$ cat config.mk
export PLATFORM = sky130hd
export DESIGN_NAME = valu_issuer
export DESIGN_NICKNAME = d
export VERILOG_FILES = /design/src/rtl/valu_issuer.sv
export SDC_FILE = /design/constraint.sdc
export NUM_CORES = 1
export LEC_CHECK = 0
export BUFFER_PORTS_ARGS = -buffer_cell sky130_fd_sc_hd__buf_2
export CAP_MARGIN = 10
export CELL_PAD_IN_SITES_DETAIL_PLACEMENT = 1
export CELL_PAD_IN_SITES_GLOBAL_PLACEMENT = 2
export CORE_UTILIZATION = 39
export DETAILED_ROUTE_END_ITERATION = 12
export GPL_TIMING_DRIVEN = 0
export PLACE_DENSITY_LB_ADDON = 0.1
export SYNTH_ARGS = -nofsm -noshare
export SYNTH_HDL_FRONTEND = slang
export SYNTH_SLANG_ARGS = --single-unit
$ cat constraint.sdc
create_clock -name clk -period 3.3 [get_ports clk]
set_input_delay 0.165 -clock clk [delete_from_list [all_inputs] [get_ports clk]]
set_output_delay 0.165 -clock clk [all_outputs]
set_load 0.01 [all_outputs]
$ cat src/rtl/valu_issuer.sv
// Command-side driver for vector_alu: issues lane ops over valid/ready, captures the
// registered Z one cycle later and returns tagged, flagged results through an in-order FIFO.
module valu_issuer #(
  parameter int N     = 4,
  parameter int WIDTH = 8,
  parameter int DEPTH = 4,
  parameter int TAGW  = 4
) (
  input  logic                         clk,
  input  logic                         arst,
  input  logic                         cmd_valid,
  output logic                         cmd_ready,
  input  logic [N-1:0][WIDTH-1:0]      cmd_a,
  input  logic [N-1:0][WIDTH-1:0]      cmd_b,
  input  logic [N-1:0][2:0]            cmd_sel,
  input  logic [N-1:0]                 cmd_mask,
  input  logic [TAGW-1:0]              cmd_tag,
  output logic [N-1:0][WIDTH-1:0]      alu_a,
  output logic [N-1:0][WIDTH-1:0]      alu_b,
  output logic [N-1:0][2:0]            alu_sel,
  output logic [N-1:0]                 alu_enable,
  input  logic [N-1:0][2*WIDTH-1:0]    alu_z,
  output logic                         res_valid,
  input  logic                         res_ready,
  output logic [N-1:0][2*WIDTH-1:0]    res_z,
  output logic [TAGW-1:0]              res_tag,
  output logic [N-1:0]                 res_dz,
  output logic [N-1:0]                 res_ill,
  output logic                         busy
);

  localparam int ZW = 2 * WIDTH;
  localparam int PW = (DEPTH > 1) ? $clog2(DEPTH) : 1;
  localparam int CW = $clog2(DEPTH + 1);
  localparam logic [PW-1:0] LAST_PTR = PW'(DEPTH - 1);
  localparam logic [CW:0]   DEPTH_C  = (CW + 1)'(DEPTH);

  logic                  fire;
  logic                  pop;
  logic                  inflight;
  logic [TAGW-1:0]       if_tag;
  logic [N-1:0]          if_mask;
  logic [N-1:0]          if_dz;
  logic [N-1:0]          if_ill;
  logic [N-1:0]          cmd_dz;
  logic [N-1:0]          cmd_ill;
  logic [N-1:0][ZW-1:0]  cap_z;
  logic [PW-1:0]         wr_ptr;
  logic [PW-1:0]         rd_ptr;
  logic [CW-1:0]         count;
  logic [CW:0]           occupancy;

  logic [N-1:0][ZW-1:0]  z_mem   [DEPTH];
  logic [TAGW-1:0]       tag_mem [DEPTH];
  logic [N-1:0]          dz_mem  [DEPTH];
  logic [N-1:0]          ill_mem [DEPTH];

  function automatic logic [PW-1:0] next_ptr(input logic [PW-1:0] p);
    return (p == LAST_PTR) ? '0 : p + PW'(1);
  endfunction

  // Credit: the op in flight already owns a FIFO slot, so a push can never be refused.
  assign occupancy  = {1'b0, count} + {{CW{1'b0}}, inflight};
  assign cmd_ready  = !arst && (occupancy < DEPTH_C);
  assign fire       = cmd_valid && cmd_ready;

  assign alu_a      = cmd_a;
  assign alu_b      = cmd_b;
  assign alu_sel    = cmd_sel;
  assign alu_enable = fire ? cmd_mask : '0;

  // NOTE: every always_comb output gets a default first so no path can infer a latch.
  always_comb begin
    cmd_dz  = '0;
    cmd_ill = '0;
    cap_z   = '0;
    for (int i = 0; i < N; i++) begin
      cmd_dz[i]  = cmd_mask[i] && (cmd_sel[i] == 3'b101) && (cmd_b[i] == '0);
      cmd_ill[i] = cmd_mask[i] && (cmd_sel[i][2:1] == 2'b11);
      cap_z[i]   = if_mask[i] ? alu_z[i] : '0;
    end
  end

  assign res_valid = (count != '0);
  assign pop       = res_valid && res_ready;
  assign res_z     = res_valid ? z_mem[rd_ptr]   : '0;
  assign res_tag   = res_valid ? tag_mem[rd_ptr] : '0;
  assign res_dz    = res_valid ? dz_mem[rd_ptr]  : '0;
  assign res_ill   = res_valid ? ill_mem[rd_ptr] : '0;
  assign busy      = inflight || res_valid;

  // NOTE: sequential state uses non-blocking assignments so every register samples pre-edge values.
  always_ff @(posedge clk) begin
    if (arst) begin
      inflight <= 1'b0;
      if_tag   <= '0;
      if_mask  <= '0;
      if_dz    <= '0;
      if_ill   <= '0;
      wr_ptr   <= '0;
      rd_ptr   <= '0;
      count    <= '0;
    end else begin
      inflight <= fire;
      if (fire) begin
        if_tag  <= cmd_tag;
        if_mask <= cmd_mask;
        if_dz   <= cmd_dz;
        if_ill  <= cmd_ill;
      end
      if (inflight) wr_ptr <= next_ptr(wr_ptr);
      if (pop)      rd_ptr <= next_ptr(rd_ptr);
      if (inflight && !pop)      count <= count + CW'(1);
      else if (!inflight && pop) count <= count - CW'(1);
    end
  end

  // NOTE: storage is not reset; outputs are masked to zero while the FIFO is empty.
  always_ff @(posedge clk) begin
    if (inflight) begin
      z_mem[wr_ptr]   <= cap_z;
      tag_mem[wr_ptr] <= if_tag;
      dz_mem[wr_ptr]  <= if_dz;
      ill_mem[wr_ptr] <= if_ill;
    end
  end

endmodule

## After elaboration in Yosys (flattened, before gate mapping)

Memory sizes are Yosys's and may differ from the RTL's. A register that Yosys moved wholly into a read port is not among the register bits.
Cells that the tools add are included.

- Register bits after elaboration: 24
- Bits in latches: 0
- RAM bits: 304
- ROM bits: 0
- Input bits: 152
- Output and inout bits: 159
- Word-level logic and storage cells: 78
- Memories: 4

Memory list:

| memory | words | bits a word | read ports | clocked after memory_dff | wr ports | line | text |
|---|---|---|---|---|---|---|---|
| z_mem | 4 | 64 | 1 | 1 | 1 | 53 | `logic [N-1:0][ZW-1:0] z_mem [DEPTH];` |
| dz_mem | 4 | 4 | 1 | 1 | 1 | 55 | `logic [N-1:0] dz_mem [DEPTH];` |
| ill_mem | 4 | 4 | 1 | 1 | 1 | 56 | `logic [N-1:0] ill_mem [DEPTH];` |
| tag_mem | 4 | 4 | 1 | 1 | 1 | 54 | `logic [TAGW-1:0] tag_mem [DEPTH];` |

- Add/sub/neg operators: 5
- Multiply operators: 0
- Divide/modulo/power cells: 0
- Magnitude comparators: 1
- Equality and inequality tests: 10
- Shifts and indexed selects: 0
- Muxes and demuxes: 23
- Bitwise operators: 0
- Reduce and logical (&&, ||, !) cells: 27

Operator list:

| cell | count |
|---|---|
| $mux 16 | 4 |
| $mux 64 | 1 |
| $logic_not 8->1 | 4 |
| $mux 2 | 10 |
| $logic_and 1x1->1 | 17 |
| $mux 4 | 4 |
| $eq 2x2->1 const B | 6 |
| $eq 3x3->1 const B | 4 |
| $mux 3 | 2 |
| $add 2x1->2 const B | 2 |
| $add 3x1->4 | 1 |
| $lt 4x3->1 const B | 1 |
| $add 3x1->3 const B | 1 |
| $logic_not 1->1 | 3 |
| $reduce_bool 3->1 | 1 |
| $sub 3x1->3 const B | 1 |
| $mux 1 | 2 |
| $reduce_bool 2->1 | 1 |
| $logic_or 1x1->1 | 1 |

## Longest topological paths before layout

Gate-level depths: netlist of run 1.

- Depth in word-level cells: 5
- Mapped depth: 7
- Mapped depth without buffers: 7

## Worst setup path before layout of run 1

Ideal clock, no wire load.

- Path type: register to register
- From: register wr_ptr[0]
- To: memory dz_mem[3][0] (enable)
- Setup time: 0.442 ns
- Data arrival time: 2.322 ns
- Required time: 2.858 ns
- Path slack: 0.536 ns
- Stages on the path, launching flop included: 3
- Path buffers: 0
- Clock period less this slack: 2.764 ns
- Cell sequence: dfxtp_1 ha_1 and2_1

RTL lines:

| element | line | text |
|---|---|---|
| start: declaration | 48 | `logic [PW-1:0] wr_ptr;` |
| start signal: assignment | 111 | `if (inflight) wr_ptr <= next_ptr(wr_ptr);` |
| end: declaration | 55 |  |

No word-level cell before the write port.

==> metrics.sh, run 1 <==
CRITICAL_PATH.SLOWEST_CELL='sky130_fd_sc_hd__dfxtp_1'
CP.BUFFERS_INVERTERS=4
CTS_MAX_PATH_BUFFERS=3
TRITONCTS_NUM_SINKS=330
DIE_WIDTH_UM=190
YS_TYPES=30
ANTENNA_FOUND_INITIAL=2
COMPOUND_GATE_FRACTION_OF_SYNTH_AREA_PCT=1.42
P_SW_SHARE_PCT=28.3
DESIGN.CORE.AREA_MM2=0.0346
MOST_INSTANTIATED_FLIP_FLOP_CELL_IN_THE_SYNTHESIS_NETLIST='sky130_fd_sc_hd__edfxtp_1'
POSTCTSSETUPREPAIRBUFS=0
SYNTH.YOSYS.WARNINGS=0
TOTAL_LEAKAGE_POWER_nW=6.47
REQUIRED_TIME_AT_THE_WORST_SLACK_ENDPOINT_NS=3.13
AREA_GROWTH_PCT=24.4
FINAL_CORE_UTILIZATION_PCT=49.4
CLOCK_TREE.ROOT_CELL='sky130_fd_sc_hd__clkbuf_16'
GRT_START_MAX_NET_PINS=51
CTS.HTREE.LEVELS=2
DOMINANT_COMBINATIONAL_CELL_FAMILY_BY_AREA_AFTER_SYNTHESIS='multiplexers'
DRC=0
MOSTFREQUENTLAYOUTCELL='sky130_fd_sc_hd__edfxtp_1'
SEQPWRFRAC_PCT=40.4
POWER.DENSITY_CELL_AREA_mW_PER_MM2=701
R2R.WORST_PATH.CELLS=7
SYN_NETS=930
DRT-TOTAL-WL_MM=33.1
POWER_SWITCHING_mW=3.39
CRITPATHMAXFANOUT=10
TIMING.HOLD.WORST_ENDPOINT='z_mem[2][7]'
FINAL_CELL_MIX='sky130_fd_sc_hd__edfxtp_1 (304), sky130_fd_sc_hd__buf_2 (286), sky130_fd_sc_hd__and2_1 (140)'
HOLD_PATH_STARTPOINT='alu_z[7]'
WORST_EP_ARRIVAL_TIME_NS=2.70
DP.FINAL_HPWL_MM=22.5
SYNTH-ADDER-AREA-SHARE_PCT=0.692
DRT-WIRELENGTH-PER-CELL_UM=20.8
GRT_PASS1_VIAS=8440
GLOBAL_ROUTE.OVERFLOW_TOTAL=0
TRACK_USAGE_PCT=18.5
DETAILEDROUTE.FIRSTPASSITERATIONCOUNT=4
GP_CONGESTION=0.812
ACHIEVABLE-FREQUENCY_GHz=0.349
SYNTHMUXAREASHARE_PCT=12.7
POWER.SHARE.CLOCK_PCT=32.1
P_INT_mW=8.60
DIE_H_UM=190
PLACED_INSTANCES=1508
CTS_BUF_COUNT=36
SEQ_AREA_FRAC_SYNTH_PCT=70.2
PLACEMENTROWS=68
WORST_HOLD_PATH_TYPE='primary input to flip-flop'
CLOCK_INSERTION_DELAY_WORST_SKEW_NS=0.51
POST_SYNTH_AND_OR_NAND_NOR_AREA_FRACTION_PCT=8.55
WORST-SETUP-PATH-TYPE='flip-flop to primary output'
MAXIMUM_VDD_IR_DROP_mV=0.395
START_UTIL_PCT=39.7
IO_BUFFERS=278
ORDERED_CELL_LIST_FOR_THE_CRITICAL_PATH='or3_1, clkbuf_1, buf_2, clkbuf_1, and2_1, buf_2'
ROUTE.VIAS.TOTAL=7807
CLK_TRANSITION_REPORTED_PATHS_NS=0.06
ASYNC_FLOP_SHARE_PCT=0
REGTOREGSTARTPOINT='count[0]'
TRITONCTS='yes'
FIN_CRIT_SH_PCT=86.9
WHS_PATH_CELLS=2
SHARE_OF_LAYOUT_CELLS_ABOVE_DRIVE_STRENGTH_1_PCT=44.8
COMB_PWR_SHARE_PCT=27.5
WORST_MARGIN_PIN_SLEW_NS=0.798
FILLERINSTANCES=3430
DESIGN.FINAL.NETS=1265
DRT_ITER0_MARKERS=304
CRIT_PATH_MAX_INCR_DELAY_NS=0.44
CLOCK-SKEW-FINAL_NS=0.0122
STATUS='finished, final reports clean'
CP-END-KIND='primary output'
SETUP_TNS_NS=0
MIN_PERIOD_NS=2.87
YOSYS.AREA_SHARE.XOR_XNOR_PCT=0.127
WIRE_LENGTH_OF_THE_FIRST_GLOBAL_ROUTING_PASS_MM=49.3
DRV.MAX_CAP_VIOLATION_COUNT=0
LAYOUT.CELLS.NON_FILLER=1587
DRT-VIAS-PER-INSTANCE=4.92
WORST_PATH_DOMINANT_CELL_FAMILY='buffers and inverters'
RSZ_0062_RAISED_AFTER_GLOBAL_ROUTING='false'
MAPPEDNETLISTAREA_MM2=0.0137
TIMING.RR.END='count[2]'
TIMING.CRITICAL_PATH.FROM_TYPE='flip-flop'
REGTOREGSETUPSLACK_NS=0.98
FLOORPLAN.IO_PINS=311
SETUP_VIOL_COUNT_FINAL=0
SYNTHESIS.AREA_PER_INSTANCE_UM2=17.8
FLOPS_LATCHES_SYNTH=330
RELSLEWSLACK_PCT=46.8
DIEAREA_MM2=0.0360
POSTSYNTHCELLCOUNT=771
DRV_SLEW=0
ROUTE.ANTENNA.REMAINING_NETS=0
SYNTH_ENABLE_FLOP_CELLS=304
FINAL_HOLD_VIOL_COUNT=0
-- layout make-up --
type | instances | area (µm²) | share of cell area [%]
sequential | 330 | 9650 | 56.4
multi-input combinational | 318 | 3240 | 19.0
timing repair buffer | 297 | 1640 | 9.62
clock buffer | 48 | 977 | 5.72
buffer | 113 | 823 | 4.82
tap | 455 | 569 | 3.33
clock inverter | 15 | 146 | 0.856
inverter | 10 | 37.5 | 0.220
antenna | 1 | 2.50 | 0.0146
-- cells in the mapped netlist, drive strengths merged (3+ instances only) --
cell	count	area, µm²
nor2b	4	25.0
nand3	15	75.1
inv	10	37.5
ha	6	75.1
a21oi	14	70.1
and3	4	25.0
mux4	76	1710
or3	3	18.8
mux2i	4	40.0
edfxtp	304	9130
o21ai	20	100
and4b	3	30.0
clkbuf	16	60.1
and2	144	901
nor4	7	43.8
buf	97	763
dfxtp	26	521
nor2	7	26.3
-- logic make-up (layout without fill, tap and decap cells) --
group,count (synthesis),count (layout)
flip-flops,330,330
XOR/XNOR,2,2
other,0,1
AND/OR/NAND/NOR,192,192
buffers and inverters,123,483
multiplexers,80,80
adder cells (fa/ha/maj),7,7
AO/OA/AOI/OAI,37,37
-- repair_timing --
item,CTS,global route
endpoints found under the hold margin,9,0
hold buffers,15,0
gates resized for setup,0,0
-- sequential cells by signal (all words and copies together) (netlist names), named ones only --
register  count
count         3
z_mem       256
if_tag        4
inflight      1
ill_mem      16
wr_ptr        2
dz_mem       16
if_ill        4
if_mask       4
if_dz         4
tag_mem      16
rd_ptr        2
-- worst max-delay path by stage --
stage / from / depth (start not counted) / endpoint
floorplan: wr_ptr[0] / 2 / dz_mem[3][0]
global route: count[0] / 6 / res_z[58]
detailed placement: count[0] / 6 / res_z[58]
CTS: count[0] / 6 / res_z[61]
global placement: wr_ptr[0] / 2 / z_mem[1][54]
finish: count[0] / 6 / res_z[61]
-- power groups by stage --
stage | clock [mW] | sequential (mW) | combinational, mW
floorplan | 0 | 4.90 | 2.05
global placement | 0 | 4.95 | 3.38
detailed placement | 0 | 4.93 | 3.41
CTS | 3.95 | 4.84 | 3.43
global route | 4.09 | 4.86 | 3.63
finish | 3.85 | 4.84 | 3.29
-- metrics by stage --
step / setup slack (ns) / total power [mW] / area, µm² / hold WS (ns)
floorplan: 0.536 / 6.96 / 13700 / 0.313
global placement: -1.15 / 8.32 / 15700 / 0.434
detailed placement: 0.781 / 8.34 / 15800 / 0.435
CTS: 0.199 / 12.2 / 17100 / 0.00178
global route: 0.102 / 12.6 / 17100 / 0.0232
finish: 0.432 / 12.0 / 17100 / 0.0145
-- metal layers --
metal	vias to the layer above	part of all wire, %	global-route usage [%]	routed length [µm]
met5	-	0	0	0
li1	3541	-	-	-
met4	0	1.6	4.34	523
met1	3953	40	21.6	13100
met2	266	53	34.7	17600
met3	47	5.6	3.69	1860
No activity file was read; power rests on OpenSTA's default activity.
==> run 2, diff against run 1 <==
Settings changed: CELL_PAD_IN_SITES_DETAIL_PLACEMENT 1 to unset, CELL_PAD_IN_SITES_GLOBAL_PLACEMENT 2 to unset, CORE_ASPECT_RATIO set to 2, CORE_UTILIZATION 39 to 54, PLACE_DENSITY set to 0.8, PLACE_DENSITY_LB_ADDON 0.1 to unset.
==> run 2 against run 1 <==
Effect of this change:
- cell area rose by 0.10%
- global-route usage rose by 4.2 points
- register-to-register slack improved by 0.02 ns
- sequential share of layout area fell by 0.058 points
- highest routed layer unchanged
- maximum frequency rose by 8.2%
- power fell by 6.1%
- non-clock buffer count rose by 44
- routed wire length fell by 11%
- worst setup slack improved by 0.22 ns
==> metrics.sh, run 2 (synthesis results as in run 1) <==
PLACED_INSTANCES=1389  # was 1508
DESIGN.FINAL.NETS=1300  # was 1265
CLK_TRANSITION_REPORTED_PATHS_NS=0.06  # about the same
WORST_HOLD_PATH_TYPE='primary input to flip-flop'  # unchanged
FLOORPLAN.IO_PINS=311  # unchanged
ORDERED_CELL_LIST_FOR_THE_CRITICAL_PATH='or3_1, clkbuf_1, buf_2, clkbuf_1, and2_1, buf_2'  # unchanged
POWER.DENSITY_CELL_AREA_mW_PER_MM2=658  # was 701 mW/mm²
GRT_START_MAX_NET_PINS=53  # was 51
CLOCK_TREE.ROOT_CELL='sky130_fd_sc_hd__clkbuf_16'  # unchanged
ANTENNA_FOUND_INITIAL=1  # was 2
FINALWORSTSETUPSLACK_NS=0.649  # was 0.432 ns
START_UTIL_PCT=54.9  # was 39.7%
TIMING.HOLD.WORST_ENDPOINT='z_mem[0][29]'  # was z_mem[2][7]
SEQPWRFRAC_PCT=43.0  # was 40.4%
LAYOUT.CELLS.NON_FILLER=1497  # was 1587
GRT_PASS1_VIAS=8340  # was 8440
ACHIEVABLE-FREQUENCY_GHz=0.377  # was 0.349 GHz
WORST-SETUP-PATH-TYPE='flip-flop to primary output'  # unchanged
WHS_PATH_CELLS=2  # unchanged
CLOCK_INSERTION_DELAY_WORST_SKEW_NS=0.54  # was 0.51 ns
IO_BUFFERS=278  # unchanged
REGTOREGSTARTPOINT='count[0]'  # unchanged
CLOCK-SKEW-FINAL_NS=0.0116  # was 0.0122 ns
CTS_MAX_PATH_BUFFERS=3  # unchanged
TRACK_USAGE_PCT=22.7  # was 18.5%
MAXIMUM_VDD_IR_DROP_mV=0.438  # was 0.395 mV
CTS.HTREE.LEVELS=1  # was 2
STATUS='finished, final reports clean'  # unchanged
GP_CONGESTION=0.810  # was 0.812
FINAL_CELL_MIX='sky130_fd_sc_hd__edfxtp_1 (304), sky130_fd_sc_hd__buf_2 (286), sky130_fd_sc_hd__and2_1 (140)'  # unchanged
LARGEST-REGISTER='z_mem'  # unchanged
R2R.WORST_PATH.CELLS=7  # unchanged
DRT-TOTAL-WL_MM=29.5  # was 33.1 mm
ROUTE.VIAS.TOTAL=7898  # was 7807
DETAILEDROUTE.FIRSTPASSITERATIONCOUNT=5  # was 4
CP-END-KIND='primary output'  # unchanged
DESIGN.CORE.AREA_MM2=0.0250  # was 0.0346 mm²
HOLD_PATH_STARTPOINT='alu_z[29]'  # was alu_z[7]
DRT-WIRELENGTH-PER-CELL_UM=19.7  # was 20.8 µm
DRV.MAX_CAP_VIOLATION_COUNT=0  # unchanged
TIMING.RR.END='count[2]'  # unchanged
LARGEST_REGISTER_FFS=256  # unchanged
DIEAREA_MM2=0.0261  # was 0.0360 mm²
POSTCTSSETUPREPAIRBUFS=0  # unchanged
SHARE_OF_LAYOUT_CELLS_ABOVE_DRIVE_STRENGTH_1_PCT=42.6  # was 44.8%
DRC=0  # unchanged
DIE_WIDTH_UM=115  # was 190 µm
WORST_MARGIN_PIN_SLEW_NS=0.696  # was 0.798 ns
RELSLEWSLACK_PCT=53.6  # was 46.8%
ROUTE.ANTENNA.REMAINING_NETS=0  # unchanged
CRITPATHMAXFANOUT=10  # unchanged
TOTAL_LEAKAGE_POWER_nW=6.51  # was 6.47 nW
POWER.SHARE.CLOCK_PCT=27.7  # was 32.1%
COMB_PWR_SHARE_PCT=29.3  # was 27.5%
GLOBAL_ROUTE.OVERFLOW_TOTAL=0  # unchanged
CTS_BUF_COUNT=27  # was 36
REQUIRED_TIME_AT_THE_WORST_SLACK_ENDPOINT_NS=3.13  # about the same
SETUP_VIOL_COUNT_FINAL=0  # unchanged
WIRE_LENGTH_OF_THE_FIRST_GLOBAL_ROUTING_PASS_MM=43.3  # was 49.3 mm
DRV_SLEW=0  # unchanged
REGTOREGSETUPSLACK_NS=1.00  # was 0.98 ns
DRT-VIAS-PER-INSTANCE=5.28  # was 4.92
P_SW_SHARE_PCT=28.2  # was 28.3%
DRT_ITER0_MARKERS=291  # was 304
FIN_CRIT_SH_PCT=80.3  # was 86.9%
POWER_SWITCHING_mW=3.17  # was 3.39 mW
PLACEMENTROWS=82  # was 68
TIMING.CRITICAL_PATH.FROM_TYPE='flip-flop'  # unchanged
CRITICAL_PATH.SLOWEST_CELL='sky130_fd_sc_hd__dfxtp_1'  # unchanged
CTS_REPAIR_RESIZE_COUNT=0  # unchanged
P_INT_mW=8.08  # was 8.60 mW
MOSTFREQUENTLAYOUTCELL='sky130_fd_sc_hd__edfxtp_1'  # unchanged
POST_PLACE_WORST_SLACK_NS=0.981  # was 0.781 ns
WORST_EP_ARRIVAL_TIME_NS=2.49  # was 2.70 ns
FINAL_HOLD_VIOL_COUNT=0  # unchanged
TRITONCTS='yes'  # unchanged
TRITONCTS_NUM_SINKS=330  # unchanged
MIN_PERIOD_NS=2.65  # was 2.87 ns
DIE_H_UM=228  # was 190 µm
RSZ_0062_RAISED_AFTER_GLOBAL_ROUTING='false'  # unchanged
AREA_GROWTH_PCT=24.5  # was 24.4%
DP.FINAL_HPWL_MM=19.8  # was 22.5 mm
CRIT_PATH_MAX_INCR_DELAY_NS=0.44  # about the same
-- run 2: what timing repair did --
item,in CTS,in global routing
hold endpoints to repair,161,0
endpoints found under the setup margin,0,0
hold buffers,59,0
-- run 2: critical path, delay by kind of cell (launching register included) --
family | cells | cell delay (ns)
buffers and inverters | 4 | 1.12
DFF | 1 | 0.44
and+or+nand+nor | 2 | 0.38
-- run 2: stage by stage --
step / util, % / instance area, µm² / setup TNS (ns) / hold slack, ns / total power [mW]
global placement: 62.1 / 15600 / -262.34 / 0.423 / 8.21
global route: 68.4 / 17100 / 0 / 0.00641 / 11.8
CTS: 68.3 / 17100 / 0 / 0.000472 / 11.4
finish: 68.4 / 17100 / 0 / 0.00669 / 11.3
floorplan: - / 13700 / 0 / 0.313 / 6.96
detailed placement: 62.6 / 15700 / 0 / 0.427 / 8.24
-- run 2: worst max path at each step --
stage              start           end
4_1_cts         count[0]     res_z[62]
5_1_grt         count[0]     res_z[62]
3_5_place_dp    count[0]      count[2]
2_1_floorplan  wr_ptr[0]  dz_mem[3][0]
3_3_place_gp   wr_ptr[0]  z_mem[0][59]
6_report        count[0]     res_z[57]
-- run 2: power by group through the flow --
stage | Combinational (mW) | Clock, mW | Sequential, mW
6_report | 3.30 | 3.12 | 4.83
5_1_grt | 3.60 | 3.31 | 4.85
4_1_cts | 3.38 | 3.17 | 4.84
3_5_place_dp | 3.32 | 0 | 4.92
3_3_place_gp | 3.27 | 0 | 4.94
2_1_floorplan | 2.05 | 0 | 4.90
-- run 2: final cells by class --
type                    count  area [µm²]
plain buffers             113         823
inverters                  10        37.5
multi-input cells         318        3240
clock inverters             9        95.1
clock buffers              39         762
diodes                      1        2.50
well taps                 336         420
flip-flops and latches    330        9650
fillers                  1715        7920
repair buffers            341        2080
-- run 2: layer usage --
layer | GRT usage [%] | wire length [µm] | part of all wire [%]
met5 | 0 | 0 | 0
met4 | 11.1 | 1090 | 3.7
met3 | 2.12 | 1270 | 4.3
met2 | 45.4 | 17300 | 59
met1 | 22.9 | 9860 | 33
==> run 3, diff against run 2 <==
Settings changed: CORE_UTILIZATION 54 to 49, PLACE_DENSITY 0.8 to 0.76.
Clock period 3.3 ns to 2.15 ns, I/O delays scaled along.
==> run 3 against run 2 <==
Effect of this change:
- the run now ends with negative setup slack left
- global-route usage decreased by 1.2 points
- critical path type unchanged
- first-iteration DRC count increased by 59%
- cell area increased by 6.8%
- non-clock buffer count increased by 48
- hold slack improved by 0.0096 ns
- die area increased by 10%
- largest cell class unchanged
- largest power group unchanged
- sequential share of layout area decreased by 3.5 points
==> metrics.sh, run 3 (synthesis results as in run 1) <==
STATUS='finished, violations left'  # was finished, final reports clean
FAILED_CHECKS='negative setup slack'
FLOORPLAN.IO_PINS=311  # unchanged
PLACEMENTROWS=86  # was 82
REGTOREGSETUPSLACK_NS=0.09  # was 1.00 ns
CRITICAL_PATH.SLOWEST_CELL='sky130_fd_sc_hd__mux4_2'  # was sky130_fd_sc_hd__dfxtp_1
DRT-WIRELENGTH-PER-CELL_UM=19.7  # about the same
GP_CONGESTION=0.856  # was 0.810
CLK_TRANSITION_REPORTED_PATHS_NS=0.07  # was 0.06 ns
LARGEST_REGISTER_FFS=256  # unchanged
CRIT_PATH_MAX_INCR_DELAY_NS=0.49  # was 0.44 ns
FIN_CRIT_SH_PCT=102
FINALWORSTSETUPSLACK_NS=-0.0408  # was 0.649 ns
RSZ_0062_RAISED_AFTER_GLOBAL_ROUTING='true'  # was false
LAYOUT.CELLS.NON_FILLER=1559  # was 1497
DRT_ITER0_MARKERS=464  # was 291
CLOCK_INSERTION_DELAY_WORST_SKEW_NS=0.53  # was 0.54 ns
DIE_H_UM=239  # was 228 µm
IO_BUFFERS=278  # unchanged
ROUTE.VIAS.TOTAL=8064  # was 7898
TRITONCTS='yes'  # unchanged
REGTOREGSTARTPOINT='count[1]'  # was count[0]
TRITONCTS_NUM_SINKS=330  # unchanged
START_UTIL_PCT=49.9  # was 54.9%
DRV_SLEW=0  # unchanged
POWER.DENSITY_CELL_AREA_mW_PER_MM2=1050  # was 658 mW/mm²
WORST_EP_ARRIVAL_TIME_NS=2.08  # was 2.49 ns
AREA_GROWTH_PCT=32.9  # was 24.5%
WORST-SETUP-PATH-TYPE='flip-flop to primary output'  # unchanged
CP-END-KIND='primary output'  # unchanged
MOSTFREQUENTLAYOUTCELL='sky130_fd_sc_hd__edfxtp_1'  # unchanged
CLOCK-SKEW-FINAL_NS=0.00789  # was 0.0116 ns
ORDERED_CELL_LIST_FOR_THE_CRITICAL_PATH='buf_12, buf_12, buf_12, mux4_2, and2_4, buf_6'  # was or3_1, clkbuf_1, buf_2, clkbuf_1, and2_1, buf_2
DIEAREA_MM2=0.0288  # was 0.0261 mm²
PLACED_INSTANCES=1405  # was 1389
GRT_PASS1_VIAS=8523  # was 8340
WORST_PATH_DOMINANT_CELL_FAMILY='buffers and inverters'  # unchanged
ROUTE.ANTENNA.REMAINING_NETS=0  # unchanged
REQUIRED_TIME_AT_THE_WORST_SLACK_ENDPOINT_NS=2.04  # was 3.13 ns
MAXIMUM_VDD_IR_DROP_mV=0.535  # was 0.438 mV
GRT_START_MAX_NET_PINS=44  # was 53
DRT-TOTAL-WL_MM=30.7  # was 29.5 mm
TOTAL_LEAKAGE_POWER_nW=6.97  # was 6.51 nW
WORST_MARGIN_PIN_SLEW_NS=0.617  # was 0.696 ns
LARGEST-REGISTER='z_mem'  # unchanged
ANTENNA_FOUND_INITIAL=1  # unchanged
SHARE_OF_LAYOUT_CELLS_ABOVE_DRIVE_STRENGTH_1_PCT=48.6  # was 42.6%
DETAILEDROUTE.FIRSTPASSITERATIONCOUNT=4  # was 5
DESIGN.FINAL.NETS=1347  # was 1300
DRT-VIAS-PER-INSTANCE=5.17  # was 5.28
CP.BUFFERS_INVERTERS=4  # unchanged
MIN_PERIOD_NS=2.19
CLOCK_TREE.ROOT_CELL='sky130_fd_sc_hd__clkbuf_16'  # unchanged
DRV.MAX_CAP_VIOLATION_COUNT=0  # unchanged
TIMING.CRITICAL_PATH.FROM_TYPE='flip-flop'  # unchanged
ACHIEVABLE-FREQUENCY_GHz=0.456
POWER.TOTAL_mW=19.2  # was 11.3 mW
WORST_HOLD_PATH_TYPE='primary input to flip-flop'  # unchanged
CTS.HTREE.LEVELS=1  # unchanged
DRC=0  # unchanged
SETUP_TNS_NS=-0.488  # was 0 ns
TRACK_USAGE_PCT=21.5  # was 22.7%
RELSLEWSLACK_PCT=58.9  # was 53.6%
DIE_WIDTH_UM=120  # was 115 µm
WIRE_LENGTH_OF_THE_FIRST_GLOBAL_ROUTING_PASS_MM=46.0  # was 43.3 mm
CRITICAL-PATH-TOP-CELL-BY-COUNT='sky130_fd_sc_hd__buf_12'
FINAL_CELL_MIX='sky130_fd_sc_hd__edfxtp_1 (304), sky130_fd_sc_hd__buf_2 (239), sky130_fd_sc_hd__dlygate4sd3_1 (89)'  # was sky130_fd_sc_hd__edfxtp_1 (304), sky130_fd_sc_hd__buf_2 (286), sky130_fd_sc_hd__and2_1 (140)
DP.FINAL_HPWL_MM=20.2  # was 19.8 mm
SETUP_VIOL_COUNT_FINAL=20  # was 0
CTS_MAX_PATH_BUFFERS=3  # unchanged
GLOBAL_ROUTE.OVERFLOW_TOTAL=0  # unchanged
FINAL_HOLD_VIOL_COUNT=0  # unchanged
CRITPATHMAXFANOUT=8  # was 10
CTS_BUF_COUNT=26  # was 27
DESIGN.CORE.AREA_MM2=0.0275  # was 0.0250 mm²
HOLD_PATH_STARTPOINT='alu_z[62]'  # was alu_z[29]
==> run 3: cell types whose count changed in the layout (fill, tap and decap cells not counted), sizes merged <==
cell / delta
bufinv: -1
buf: +21
inv: -1
clkbuf: -6
clkinv: +2
clkinvlp: +1
dlygate4sd3: +30
==> run 3: through the flow <==
stage	utilization [%]	area, µm²	hold WS, ns	worst slack (ns)
2_1_floorplan	-	13700	0.255	0.0655
3_3_place_gp	56.6	15600	0.366	-0.571
3_5_place_dp	57.0	15700	0.373	-0.158
4_1_cts	65.7	18100	0.000742	-0.0793
5_1_grt	66.3	18300	0.0239	-0.103
6_report	66.3	18300	0.0163	-0.0408
==> run 3: final cells by class <==
| type | instances | area [µm²] |
|---|---|---|
| Clock buffer | 36 | 761 |
| Clock inverter | 10 | 78.8 |
| Sequential cell | 330 | 9660 |
| Inverter | 10 | 37.5 |
| Fill cell | 1928 | 9280 |
| Buffer | 109 | 880 |
| Multi-Input combinational cell | 318 | 3400 |
| Timing Repair Buffer | 393 | 3010 |
| Antenna cell | 1 | 2.50 |
| Tap cell | 352 | 440 |
==> run 3: layer usage <==
layer	global-route usage [%]	vias to the layer above	wire, µm	share of wire (%)
met5	0	-	0	0
met4	6.85	0	695	2.3
met3	2.19	39	1340	4.4
met2	43.2	297	18300	59
met1	22.8	4026	10400	34
li1	-	3702	-	-
==> run 3: where the power goes <==
part | switching [mW] | total (mW) | internal (mW)
combinational | 3.05 | 7.08 | 4.03
sequential | 0.152 | 7.46 | 7.30
clock | 2.08 | 4.68 | 2.60
==> run 3: final timing paths <==
check | to | cells past startpoint
worst max-delay path | res_z[34] | 6
worst min-delay path | z_mem[3][62] | 2
worst max register to register | count[2] | 7
worst min register to register | dz_mem[3][0] | 0
==> run 3: what timing repair did <==
item / 4_1_cts / 5_1_grt
setup endpoints to repair: 80 / 73
pin swaps: 32 / 11
hold buffers: 89 / 0
cloned: 6 / 1
buffers inserted: 14 / 3
hold endpoints to repair: 266 / 0
resized for setup: 104 / 51
